### config.mk
export PLATFORM = sky130hd
export DESIGN_NAME = imem_loader
export DESIGN_NICKNAME = d
export VERILOG_FILES = /design/src/rtl/imem_loader.sv
export SDC_FILE = /design/constraint.sdc
export NUM_CORES = 1
export LEC_CHECK = 0
export ABC_CLOCK_PERIOD_IN_PS = 3000
export CORE_ASPECT_RATIO = 1.5
export CORE_MARGIN = 1.5
export CORE_UTILIZATION = 60
export DETAILED_ROUTE_END_ITERATION = 7
export DONT_BUFFER_PORTS = 1
export GPL_TIMING_DRIVEN = 0
export PLACE_DENSITY = 0.84
export SKIP_CTS_REPAIR_TIMING = 1
export SLEW_MARGIN = 25
export SYNTH_ARGS = -nofsm -noshare
export SYNTH_HDL_FRONTEND = slang
export SYNTH_SLANG_ARGS = --single-unit
export TNS_END_PERCENT = 5
### constraint.sdc
create_clock -name clk -period 3 [get_ports clk]
set_input_delay 0.6 -clock clk [delete_from_list [all_inputs] [get_ports clk]]
set_output_delay 0.6 -clock clk [all_outputs]
set_load 0.01 [all_outputs]
### src/rtl/imem_loader.sv
// imem_loader: boot-time loader for the single-cycle MIPS core.
// Receives a framed byte stream (16-bit big-endian word count, payload, XOR
// checksum), writes big-endian words into instruction memory and holds the
// core in reset until a complete, checksum-valid image has been loaded.
// CPU_RST_HOLD must be at least 1.
module imem_loader #(
  parameter int ADDR_W       = 8,
  parameter int CPU_RST_HOLD = 2
) (
  input  logic              clk,
  input  logic              rst,
  input  logic              in_valid,
  input  logic [7:0]        in_data,
  output logic              in_ready,
  input  logic              start,
  output logic              imem_we,
  output logic [ADDR_W-1:0] imem_addr,
  output logic [31:0]       imem_wdata,
  output logic              cpu_rst,
  output logic              done,
  output logic              error
);

  localparam int MAX_WORDS = 2 ** ADDR_W;
  localparam int CNT_W     = ADDR_W + 1;
  localparam int HOLD_W    = (CPU_RST_HOLD > 1) ? $clog2(CPU_RST_HOLD) : 1;

  localparam logic [CNT_W-1:0]  CNT_ONE  = CNT_W'(1);
  localparam logic [HOLD_W-1:0] HOLD_END = HOLD_W'(CPU_RST_HOLD - 1);

  localparam logic [2:0] ST_LEN_HI  = 3'd0;
  localparam logic [2:0] ST_LEN_LO  = 3'd1;
  localparam logic [2:0] ST_DATA    = 3'd2;
  localparam logic [2:0] ST_CHECK   = 3'd3;
  localparam logic [2:0] ST_RELEASE = 3'd4;
  localparam logic [2:0] ST_DONE    = 3'd5;
  localparam logic [2:0] ST_ERROR   = 3'd6;

  logic [2:0]        state_q, state_d;
  logic [7:0]        len_hi_q, len_hi_d;
  logic [CNT_W-1:0]  len_q, len_d;
  logic [CNT_W-1:0]  word_cnt_q, word_cnt_d;
  logic [1:0]        byte_cnt_q, byte_cnt_d;
  logic [23:0]       asm_q, asm_d;
  logic [7:0]        csum_q, csum_d;
  logic [HOLD_W-1:0] hold_cnt_q, hold_cnt_d;
  logic              imem_we_q, imem_we_d;
  logic [ADDR_W-1:0] imem_addr_q, imem_addr_d;
  logic [31:0]       imem_wdata_q, imem_wdata_d;
  logic              cpu_rst_q, cpu_rst_d;
  logic              done_q, done_d;
  logic              error_q, error_d;

  logic        receiving;
  logic        accept;
  logic [15:0] len_full;

  assign receiving  = (state_q == ST_LEN_HI) || (state_q == ST_LEN_LO) ||
                      (state_q == ST_DATA)   || (state_q == ST_CHECK);
  assign in_ready   = rst && receiving;
  assign accept     = in_valid && in_ready;

  assign imem_we    = imem_we_q;
  assign imem_addr  = imem_addr_q;
  assign imem_wdata = imem_wdata_q;
  assign cpu_rst    = cpu_rst_q;
  assign done       = done_q;
  assign error      = error_q;

  // Next-state logic: frame parsing, word assembly, checksum and core release.
  always_comb begin
    state_d      = state_q;
    len_hi_d     = len_hi_q;
    len_d        = len_q;
    word_cnt_d   = word_cnt_q;
    byte_cnt_d   = byte_cnt_q;
    asm_d        = asm_q;
    csum_d       = csum_q;
    hold_cnt_d   = hold_cnt_q;
    imem_we_d    = 1'b0;
    imem_addr_d  = imem_addr_q;
    imem_wdata_d = imem_wdata_q;
    cpu_rst_d    = cpu_rst_q;
    done_d       = done_q;
    error_d      = error_q;
    len_full     = {len_hi_q, in_data};

    case (state_q)
      ST_LEN_HI: begin
        if (accept) begin
          len_hi_d = in_data;
          state_d  = ST_LEN_LO;
        end
      end
      ST_LEN_LO: begin
        if (accept) begin
          if ({16'd0, len_full} > 32'(MAX_WORDS)) begin
            state_d = ST_ERROR;
            error_d = 1'b1;
          end else if (len_full == 16'd0) begin
            state_d = ST_CHECK;
          end else begin
            state_d    = ST_DATA;
            len_d      = CNT_W'(len_full);
            word_cnt_d = '0;
            byte_cnt_d = 2'd0;
          end
        end
      end
      ST_DATA: begin
        if (accept) begin
          csum_d     = csum_q ^ in_data;
          asm_d      = {asm_q[15:0], in_data};
          byte_cnt_d = byte_cnt_q + 2'd1;
          if (byte_cnt_q == 2'd3) begin
            imem_we_d    = 1'b1;
            imem_addr_d  = word_cnt_q[ADDR_W-1:0];
            imem_wdata_d = {asm_q, in_data};
            word_cnt_d   = word_cnt_q + CNT_ONE;
            if ((word_cnt_q + CNT_ONE) == len_q) begin
              state_d = ST_CHECK;
            end
          end
        end
      end
      ST_CHECK: begin
        if (accept) begin
          if (in_data == csum_q) begin
            state_d    = ST_RELEASE;
            hold_cnt_d = '0;
          end else begin
            state_d = ST_ERROR;
            error_d = 1'b1;
          end
        end
      end
      ST_RELEASE: begin
        if (hold_cnt_q == HOLD_END) begin
          state_d   = ST_DONE;
          cpu_rst_d = 1'b0;
          done_d    = 1'b1;
        end else begin
          hold_cnt_d = hold_cnt_q + HOLD_W'(1);
        end
      end
      ST_DONE, ST_ERROR: begin
        if (start) begin
          state_d    = ST_LEN_HI;
          cpu_rst_d  = 1'b1;
          done_d     = 1'b0;
          error_d    = 1'b0;
          csum_d     = 8'd0;
          word_cnt_d = '0;
          byte_cnt_d = 2'd0;
        end
      end
      default: begin
        state_d = ST_LEN_HI;
      end
    endcase
  end

  // State and output registers; asynchronous active-low reset aborts any load.
  always_ff @(posedge clk or negedge rst) begin
    if (!rst) begin
      state_q      <= ST_LEN_HI;
      len_hi_q     <= 8'd0;
      len_q        <= '0;
      word_cnt_q   <= '0;
      byte_cnt_q   <= 2'd0;
      asm_q        <= 24'd0;
      csum_q       <= 8'd0;
      hold_cnt_q   <= '0;
      imem_we_q    <= 1'b0;
      imem_addr_q  <= '0;
      imem_wdata_q <= 32'd0;
      cpu_rst_q    <= 1'b1;
      done_q       <= 1'b0;
      error_q      <= 1'b0;
    end else begin
      state_q      <= state_d;
      len_hi_q     <= len_hi_d;
      len_q        <= len_d;
      word_cnt_q   <= word_cnt_d;
      byte_cnt_q   <= byte_cnt_d;
      asm_q        <= asm_d;
      csum_q       <= csum_d;
      hold_cnt_q   <= hold_cnt_d;
      imem_we_q    <= imem_we_d;
      imem_addr_q  <= imem_addr_d;
      imem_wdata_q <= imem_wdata_d;
      cpu_rst_q    <= cpu_rst_d;
      done_q       <= done_d;
      error_q      <= error_d;
    end
  end

endmodule

==> summary.txt, run 1 <==
Layout
  • Final Cell Area: 0.00531 mm2
  • Diodes inserted: 0
  • Area occupied by registers: 0.00270 mm2
  • Multi-input gate area: ~0.0020 mm2
  • Share of post-route cells with drive strength above 1: 7.59%
  • Area Overhead vs Synth: 9.75%
  • Fillers: 606
  • NumNets Final: approximately 550

GRT
  • Initial antenna violation count: 0
  • Pin count of the biggest net entering global routing: 114
  • Gr usage total: 27.4%
  • First-pass GRT wire length: 18500 um
  • GRT overflow: 0
  • Vias in the first global route: 3912

Power
  • Power Density: approximately 930 mW/mm2
  • LEAKAGE: ~2.6 nW
  • Power, Total: 0.00495 W
  • Maximum vdd drop: slightly below 600 uV

Placed design
  • DP HPWL: ~7500 um
  • Placed Area: just under 0.005 mm2
  • RePlAce Congestion: 0.911
  • Port bufs: 0
  • Pre-CTS setup slack: 307 ps

Critical path
  • Kind of critical path: register to register
  • Critical Path RT: 3290 ps
  • Crit-path max FO: 10
  • Critical Path Start Type: register
  • WP data arrival: 2880 ps
  • Crit end category: register

Yosys
  • Area contributors post-synth: dfrtp_1 (55%), nand2_1 (16%), mux2_2 (4.0%), o21ai_0 (3.0%), clkbuf_1 (1.9%)
  • Count leader, synth: nand2_1
  • Yosys cell types: 50
  • Top-area cell type share of the netlist area: 55.3%
  • Count of flip-flops with a built-in enable after synthesis: 0
  • Cell count after synthesis: 524
  • Netlist Area Pre-Place: 0.00484 mm2
  • Synth Flop Type: dfrtp_1
  • Commonest cells post-synth: nand2_1 (200), dfrtp_1 (107), o21ai_0 (29), clkbuf_1 (24), nor2_1 (19)
  • Async set or reset register ratio after synthesis: 100%
  • Synth area leader: dfrtp_1
  • Synthesis Warnings: 0
  • Synthesized area per cell: 9.24 um2
  • Synth Net Count: 538
  • Post-synthesis sequential area ratio: 55.9%
  • Post-synthesis register bit count: about 110

Floorplan
  • Die height: around 110 um
  • Cell Rows: 39
  • Die Width: 76.3 um
  • Core Area: 0.00771 mm2
  • Die area: 0.00862 mm2
  • Starting Density: 62.8%
  • Num ports: 57

Routing
  • DRT Pass-1 Iters: 5
  • Total number of vias: ~3.8k
  • Final Routed Wirelength: 11100 um
  • Post-DR vias/cell: 5.95
  • Initial DRC count: 333
  • WL/cell: 17.4 um
  • Final ANT Viol Nets: 0
  • DRC Markers: 0

Status
  • Failing checks: hold timing
  • Outcome: finished, violations left

Timing
  • Fin. max-slew vios: 0
  • Final Skew: 8.15 ps
  • Setup TNS: 0 ps
  • Clock period minus worst slack: around 2600 ps
  • Final period util: 86.4%
  • Maximum clock frequency: 386 MHz
  • Hold_ws: -56.5 ps
  • RSZ-0062 raised after global routing: false
  • Rel. slew slack: between 50% and 60%
  • Hold Vio Cnt, Final: around 110
  • Worst Setup Slack, final: 408 ps
  • Setup-failing EPs final: 0
  • Worst slew pin tran: 726 ps

Clocking
  • TritonCTS clock tree: done
  • H-tree depth: 3
  • CTS Buffer Depth: 2
  • Sink Count: 108
  • Root Driver: clkbuf_16
  • CTS buffer count: 9
  • Skew-Pair Late Insertion Delay: 350 ps
  • Reg clk slew, reported paths: 70 ps

Min path
  • Hold Path Class: primary input to async pin

Flow run
  • Max Cap Viol: 0
critical path, stage by stage (launching register included):
cell and delay (ps):
dfrtp_1 380, nand3b_1 260, nor2_1 620, nand2_1 280, clkinv_1 230, clkbuf_1 520
a22o_1 240
per-stage QoR:
stage | std cells | utilization (%)
after floorplan | 524 | -
after global placement | 626 | 64.4
after detailed placement | 626 | 64.4
after CTS | 642 | 68.9
after global routing | 642 | 68.9
final | 642 | 68.9
path summary, 6_finish.rpt:
check / slack [ps] / startpoint / end / cells after the start
max in group asynchronous: 2850 / rst / cpu_rst$_DFFE_PN1P_ / 0
hold / removal: -60 / rst / asm_q[22]$_DFFE_PN0P_ / 0
hold reg to reg: 470 / asm_q[17]$_DFFE_PN0P_ / imem_wdata[25]$_DFFE_PN0P_ / 2
setup / recovery: 410 / state_q[2]$_DFFE_PN0P_ / word_cnt_q[1]$_DFFE_PN0P_ / 6
setup reg to reg: 410 / state_q[2]$_DFFE_PN0P_ / word_cnt_q[1]$_DFFE_PN0P_ / 6
min in group clk: 360 / in_data[0] / imem_wdata[0]$_DFFE_PN0P_ / 2
layout by cell type, fill, tap and decap left out, types with 5 or more instances in the layout:
cell type / count
a211o_1: 5
a21oi_1: 14
and3_1: 5
clkbuf_1: 24
clkbuf_16: 9
dfrtp_1: 107
inv_1: 8
mux2_2: 17
nand2_1: 200
nand2b_1: 7
nand3_1: 8
nor2_1: 19
nor3_1: 8
o21ai_0: 29
xnor2_1: 10
xor2_1: 5
sequential cells by signal, summed over array words and instances (netlist names), 3 cells and up:
| register | cells |
|---|---|
| imem_wdata | 32 |
| asm_q | 24 |
| len_q | 9 |
| word_cnt_q | 9 |
| csum_q | 8 |
| imem_addr | 8 |
| len_hi_q | 8 |
| state_q | 3 |
routing by layer:
layer	GRT usage, %	share of wire, %	vias to the layer above
met1	31.7	39	1859
met3	7.18	6.6	44
met4	15.1	4.6	0
met5	0	0	-
met2	46.4	50	150
li1	-	-	1769
where the power goes:
| group | internal, W | switching [W] | total, W |
|---|---|---|---|
| Sequential | 0.00197 | 0.000479 | 0.00245 |
| Combinational | 0.000476 | 0.000697 | 0.00117 |
| Clock | 0.000791 | 0.000542 | 0.00133 |
area by class of cell:
class                   count  area share, %
plain buffers              26           1.84
clock buffers              11           4.76
clock inverters             5           1.72
well taps                 102           2.40
inverters                   9          0.636
multi-input cells         381           37.7
flip-flops and latches    108           50.9
logic make-up (layout without fill, tap and decap cells):
group,count (synthesis),after routing,synth area share (%)
buffers and inverters,35,51,2.71
XOR/XNOR,16,16,3.18
adder cells (fa/ha/maj),2,2,0.517
flip-flops,108,108,55.9
multiplexers,18,18,4.19
AO/OA/AOI/OAI,73,73,9.38
AND/OR/NAND/NOR,272,272,24.1
(Power assumes the default switching activity.)
==> run 2: changes to the inputs <==
Settings changed: CORE_MARGIN 1.5 to not set, MAX_ROUTING_LAYER set to met4.
==> run 2 against run 1 <==
Effect of this change: the run still ends with hold timing left; worst hold slack worse by 7.7 ps; die area is 2.2% lower; wire length down 0.26%; critical path depth stayed put; register-to-register slack worse by 30 ps; first-iteration DRC count increased by 16%; sequential power about the same; fmax shrank 1.2%; setup slack worse by 33 ps; critical endpoint unchanged.
==> summary.txt, run 2 (same netlist as run 1, synthesis figures left out) <==
Flow run
  • Max Cap Viol: 0

GRT
  • Gr usage total: between 20% and 30%
  • First-pass GRT wire length: 17700 um
  • Vias in the first global route: 3680
  • Pin count of the biggest net entering global routing: 114
  • GRT overflow: 0
  • Initial antenna violation count: 0

Layout
  • Diodes inserted: 0
  • Share of post-route cells with drive strength above 1: between 7 and 8%
  • Max reg flops: 32
  • Most frequent cells in the layout: nand2_1 (200), dfrtp_1 (107), o21ai_0 (29)
  • Area Overhead vs Synth: 9.20%
  • Most common cell after layout, fill and taps aside: nand2_1
  • Finished Layout Cells: 642
  • NumNets Final: 549
  • Fillers: 627

Timing
  • Worst slew pin tran: 797 ps
  • Hold Vio Cnt, Final: 107
  • Clock period minus worst slack: 2620 ps
  • Final period util: just under 90%
  • Worst Setup Slack, final: roughly 380 ps
  • Hold_ws: -64.2 ps
  • Rel. slew slack: 46.7%
  • Setup TNS: 0 ps
  • Maximum clock frequency: ~380 MHz
  • RSZ-0062 raised after global routing: false
  • Fin. max-slew vios: 0
  • Setup-failing EPs final: 0
  • Final Skew: 8.07 ps

Routing
  • Total number of vias: 3797
  • DRT Pass-1 Iters: 6
  • Post-DR vias/cell: 5.91
  • WL/cell: 17.3 um
  • Final ANT Viol Nets: 0
  • DRC Markers: 0
  • Final Routed Wirelength: 11100 um
  • Initial DRC count: 385

Floorplan
  • Cell Rows: 39
  • Starting Density: ~63%
  • Die height: 112 um
  • Die Width: 75.3 um
  • Num ports: 57
  • Die area: ~0.0084 mm2
  • Core Area: approximately 0.0077 mm2

Critical path
  • Reg2reg start: state_q[2]$_DFFE_PN0P_
  • Crit end category: register
  • Worst Setup EP: word_cnt_q[1]$_DFFE_PN0P_
  • Cells on worst reg2reg path: 6
  • WP data arrival: just under 3000 ps
  • Critical Path Start Type: register
  • Critical Path RT: 3290 ps
  • Kind of critical path: register to register
  • Reg2reg setup slack: between 300 and 400 ps
  • Reg-to-reg endpoint: word_cnt_q[1]$_DFFE_PN0P_
  • Worst setup path startpoint: state_q[2]$_DFFE_PN0P_
  • Crit-path max FO: 10

Placed design
  • Pre-CTS setup slack: 277 ps
  • DP Cell Count: 626
  • Port bufs: 0
  • RePlAce Congestion: between 0.8 and 0.9
  • DP HPWL: between 7000 and 8000 um

Status
  • Outcome: finished, violations left
  • Failing checks: hold timing

Clocking
  • H-tree depth: 3
  • Root Driver: clkbuf_16
  • Reg clk slew, reported paths: ~70 ps
  • TritonCTS clock tree: done
  • Skew-Pair Late Insertion Delay: 360 ps
  • CTS Buffer Depth: 2
  • CTS buffer count: 9
  • Sink Count: roughly 110

Power
  • Maximum vdd drop: 563 uV
  • LEAKAGE: 2.60 nW
  • Power, Total: 0.00486 W
  • Power Density: 920 mW/mm2

Min path
  • Hold Path Class: primary input to async pin
## run 2: worst min-delay path by stage
stage	end	cells after the start	start	slack [ps]
6_report	imem_addr[1]$_DFFE_PN0P_	0	rst	-60
5_1_grt	imem_we$_DFF_PN0_	0	rst	-70
4_1_cts	len_hi_q[5]$_DFFE_PN0P_	0	rst	-70
3_5_place_dp	imem_addr[2]$_DFFE_PN0P_	0	rst	310
3_3_place_gp	imem_addr[2]$_DFFE_PN0P_	0	rst	310
2_1_floorplan	asm_q[0]$_DFFE_PN0P_	0	rst	300
## run 2: power breakdown
part | internal [W] | leakage [nW] | switching [W]
Combinational | 0.000477 | 1.05 | 0.000700
Clock | 0.000703 | 0.157 | 0.000541
Sequential | 0.00197 | 1.39 | 0.000473
## run 2: stage by stage
| stage | cell area [um2] | utilization, % | hold WS (ps) |
|---|---|---|---|
| floorplan | 4840 | - | 304 |
| global placement | 4970 | 64.4 | 307 |
| detailed placement | 4970 | 64.4 | 307 |
| CTS | 5290 | 68.5 | -68.7 |
| global route | 5290 | 68.5 | -70.8 |
| finish | 5290 | 68.5 | -64.2 |
## run 2: final cells by class
class	instances	area [um2]	area share [%]
tap	102	128	2.41
multi-input combinational	381	2000	37.9
clock buffer	11	253	4.78
buffer	26	97.6	1.85
sequential	108	2700	51.2
inverter	9	33.8	0.639
clock inverter	5	65.1	1.23
## run 2: layer usage
metal | vias up | global-route usage, % | share of wire, %
met1 | 1853 | 35.7 | 40
met2 | 139 | 44.9 | 50
met4 | 0 | 14.8 | 4.3
li1 | 1770 | - | -
met5 | - | - | 0
met3 | 35 | 5.97 | 5.4
## run 2: critical path, cell delays in order, from the launching register on
cell and delay (ps):
dfrtp_1 380, nand3b_1 260, nor2_1 680, nand2_1 270
clkinv_1 230, clkbuf_1 500, a22o_1 240
==> run 3: changes to the inputs <==
==> constraint.sdc (replaced) <==
create_clock -name clk -period 3 [get_ports clk]
set_input_delay 0.15 -clock clk [delete_from_list [all_inputs] [get_ports clk]]
set_output_delay 0.15 -clock clk [all_outputs]
set_load 0.01 [all_outputs]
==> run 3 against run 2 <==
Effect of this change: cell area increased by 2.0%; the flow still finishes with violations (hold timing); setup slack improved by 41 ps; combinational power increased by 4%; highest routed layer unchanged; wire length increased by 3.3%; total power increased by 1.0%; register-to-register slack improved by 40 ps.
==> summary.txt, run 3 (same netlist as run 1, synthesis figures left out) <==
Critical path
  • Critical Path RT: 3300 ps
  • CP peak stage delay: 640 ps
  • Sequence of cells on the critical path: nand3b_1 -> nor2_1 -> nand2_1 -> clkinv_1 -> clkbuf_1 -> a22o_1
  • Crit end category: register
  • Worst path slowest cell: nor2_1
  • WP data arrival: 2880 ps
  • Critical Path Start Type: register
  • CP bufs+invs: 2
  • Crit-path max FO: 10
  • Family with the most delay on the worst path: simple AND/OR/NAND/NOR gates
  • Kind of critical path: register to register

Placed design
  • Placed Area: 0.00497 mm2
  • DP HPWL: roughly 7300 um
  • Port bufs: 0
  • Pre-CTS setup slack: 438 ps
  • RePlAce Congestion: 0.900

Timing
  • RSZ-0062 raised after global routing: false
  • Hold_ws: -25.4 ps
  • Clock period minus worst slack: 2580 ps
  • Setup-failing EPs final: 0
  • Fin. max-slew vios: 0
  • Final period util: 86.1%
  • Worst Setup Slack, final: 417 ps
  • Worst slew pin tran: 748 ps
  • Rel. slew slack: 50.0%
  • Setup TNS: 0 ps
  • Maximum clock frequency: 387 MHz
  • Final Skew: approximately 12 ps
  • Hold Vio Cnt, Final: 5

Floorplan
  • Die area: 0.00844 mm2
  • Num ports: 57
  • Die Width: about 75 um
  • Die height: approximately 110 um
  • Core Area: 0.00771 mm2
  • Starting Density: 62.8%
  • Cell Rows: 39

Clocking
  • Skew-Pair Late Insertion Delay: 360 ps
  • Reg clk slew, reported paths: 70 ps
  • CTS Buffer Depth: 2
  • Root Driver: clkbuf_16
  • TritonCTS clock tree: done
  • Sink Count: roughly 110
  • CTS buffer count: 9
  • H-tree depth: 3

Layout
  • Most common cell after layout, fill and taps aside: nand2_1
  • Max reg flops: 32
  • NumNets Final: approximately 560
  • Diodes inserted: 0
  • Area Overhead vs Synth: 11.4%
  • Fillers: 616
  • Final Cell Area: 0.00539 mm2
  • Most frequent cells in the layout: nand2_1 (200), dfrtp_1 (107), o21ai_0 (29)
  • Share of post-route cells with drive strength above 1: approximately 7.7%

Routing
  • Final Routed Wirelength: 11500 um
  • Initial DRC count: 404
  • DRT Pass-1 Iters: 5
  • Final ANT Viol Nets: 0
  • Total number of vias: 3865
  • Post-DR vias/cell: 5.94
  • DRC Markers: 0
  • WL/cell: 17.6 um

GRT
  • First-pass GRT wire length: around 18000 um
  • Initial antenna violation count: 0
  • GRT overflow: 0
  • Vias in the first global route: 3680
  • Busiest grt layer: met2
  • Gr usage total: 29.1%
  • Met1 usage: a little over a third
  • GRT met3 Usage: 5.97%
  • Pin count of the biggest net entering global routing: ~110
  • GR Layer Usage met2: 44.9%

Status
  • Failing checks: hold timing
  • Outcome: finished, violations left

Min path
  • Hold Path Class: primary input to register

Power
  • Power Density: 911 mW/mm2
  • Maximum vdd drop: roughly 570 uV
  • LEAKAGE: between 2 and 3 nW

Flow run
  • Max Cap Viol: 0
## run 3: cell count changes in the layout (fill, tap and decap cells not counted)
cell / before / now
dlygate4sd3_1: 0 / 8
buf_16: 0 / 1
## run 3: routing by layer
layer	wire length, um	share of wire, %	vias up
li1	-	-	1792
met5	0	0	-
met2	5730	50	164
met4	489	4.3	0
met3	752	6.6	44
met1	4500	39	1865
## run 3: path summary, 6_finish.rpt
path / start / slack [ps] / cells past startpoint / to
setup / recovery: state_q[2]$_DFFE_PN0P_ / 420 / 6 / word_cnt_q[1]$_DFFE_PN0P_
hold / removal: in_data[5] / -30 / 2 / csum_q[5]$_DFFE_PN0P_
setup reg to reg: state_q[2]$_DFFE_PN0P_ / 420 / 6 / word_cnt_q[1]$_DFFE_PN0P_
hold reg to reg: asm_q[16]$_DFFE_PN0P_ / 480 / 2 / imem_wdata[24]$_DFFE_PN0P_
max in group asynchronous: rst / 2210 / 2 / cpu_rst$_DFFE_PN1P_
min in group asynchronous: rst / 380 / 2 / imem_addr[1]$_DFFE_PN0P_
## run 3: per-stage QoR
stage / power, W / util, % / std cells / hold slack (ps)
floorplan: 0.00326 / - / 524 / -146
global placement: 0.00353 / 64.4 / 626 / -143
detailed placement: 0.00361 / 64.4 / 626 / -143
CTS: 0.00487 / 68.5 / 642 / -519
global route: 0.00520 / 69.9 / 651 / 9.89
finish: 0.00491 / 69.9 / 651 / -25.4
## run 3: area by class of cell
class,count,area [um2],share of cell area [%]
Sequential cell,108,2700,50.1
Multi-Input combinational cell,381,2000,37.2
Timing Repair Buffer,9,108,2.00
Tap cell,102,128,2.37
Clock inverter,5,65.1,1.21
Inverter,9,33.8,0.626
Buffer,26,97.6,1.81
Clock buffer,11,253,4.69
## run 3: power breakdown
part / internal, W / switching [W] / total [W]
combinational: 0.000488 / 0.000741 / 0.00123
clock: 0.000703 / 0.000540 / 0.00124
sequential: 0.00197 / 0.000471 / 0.00244
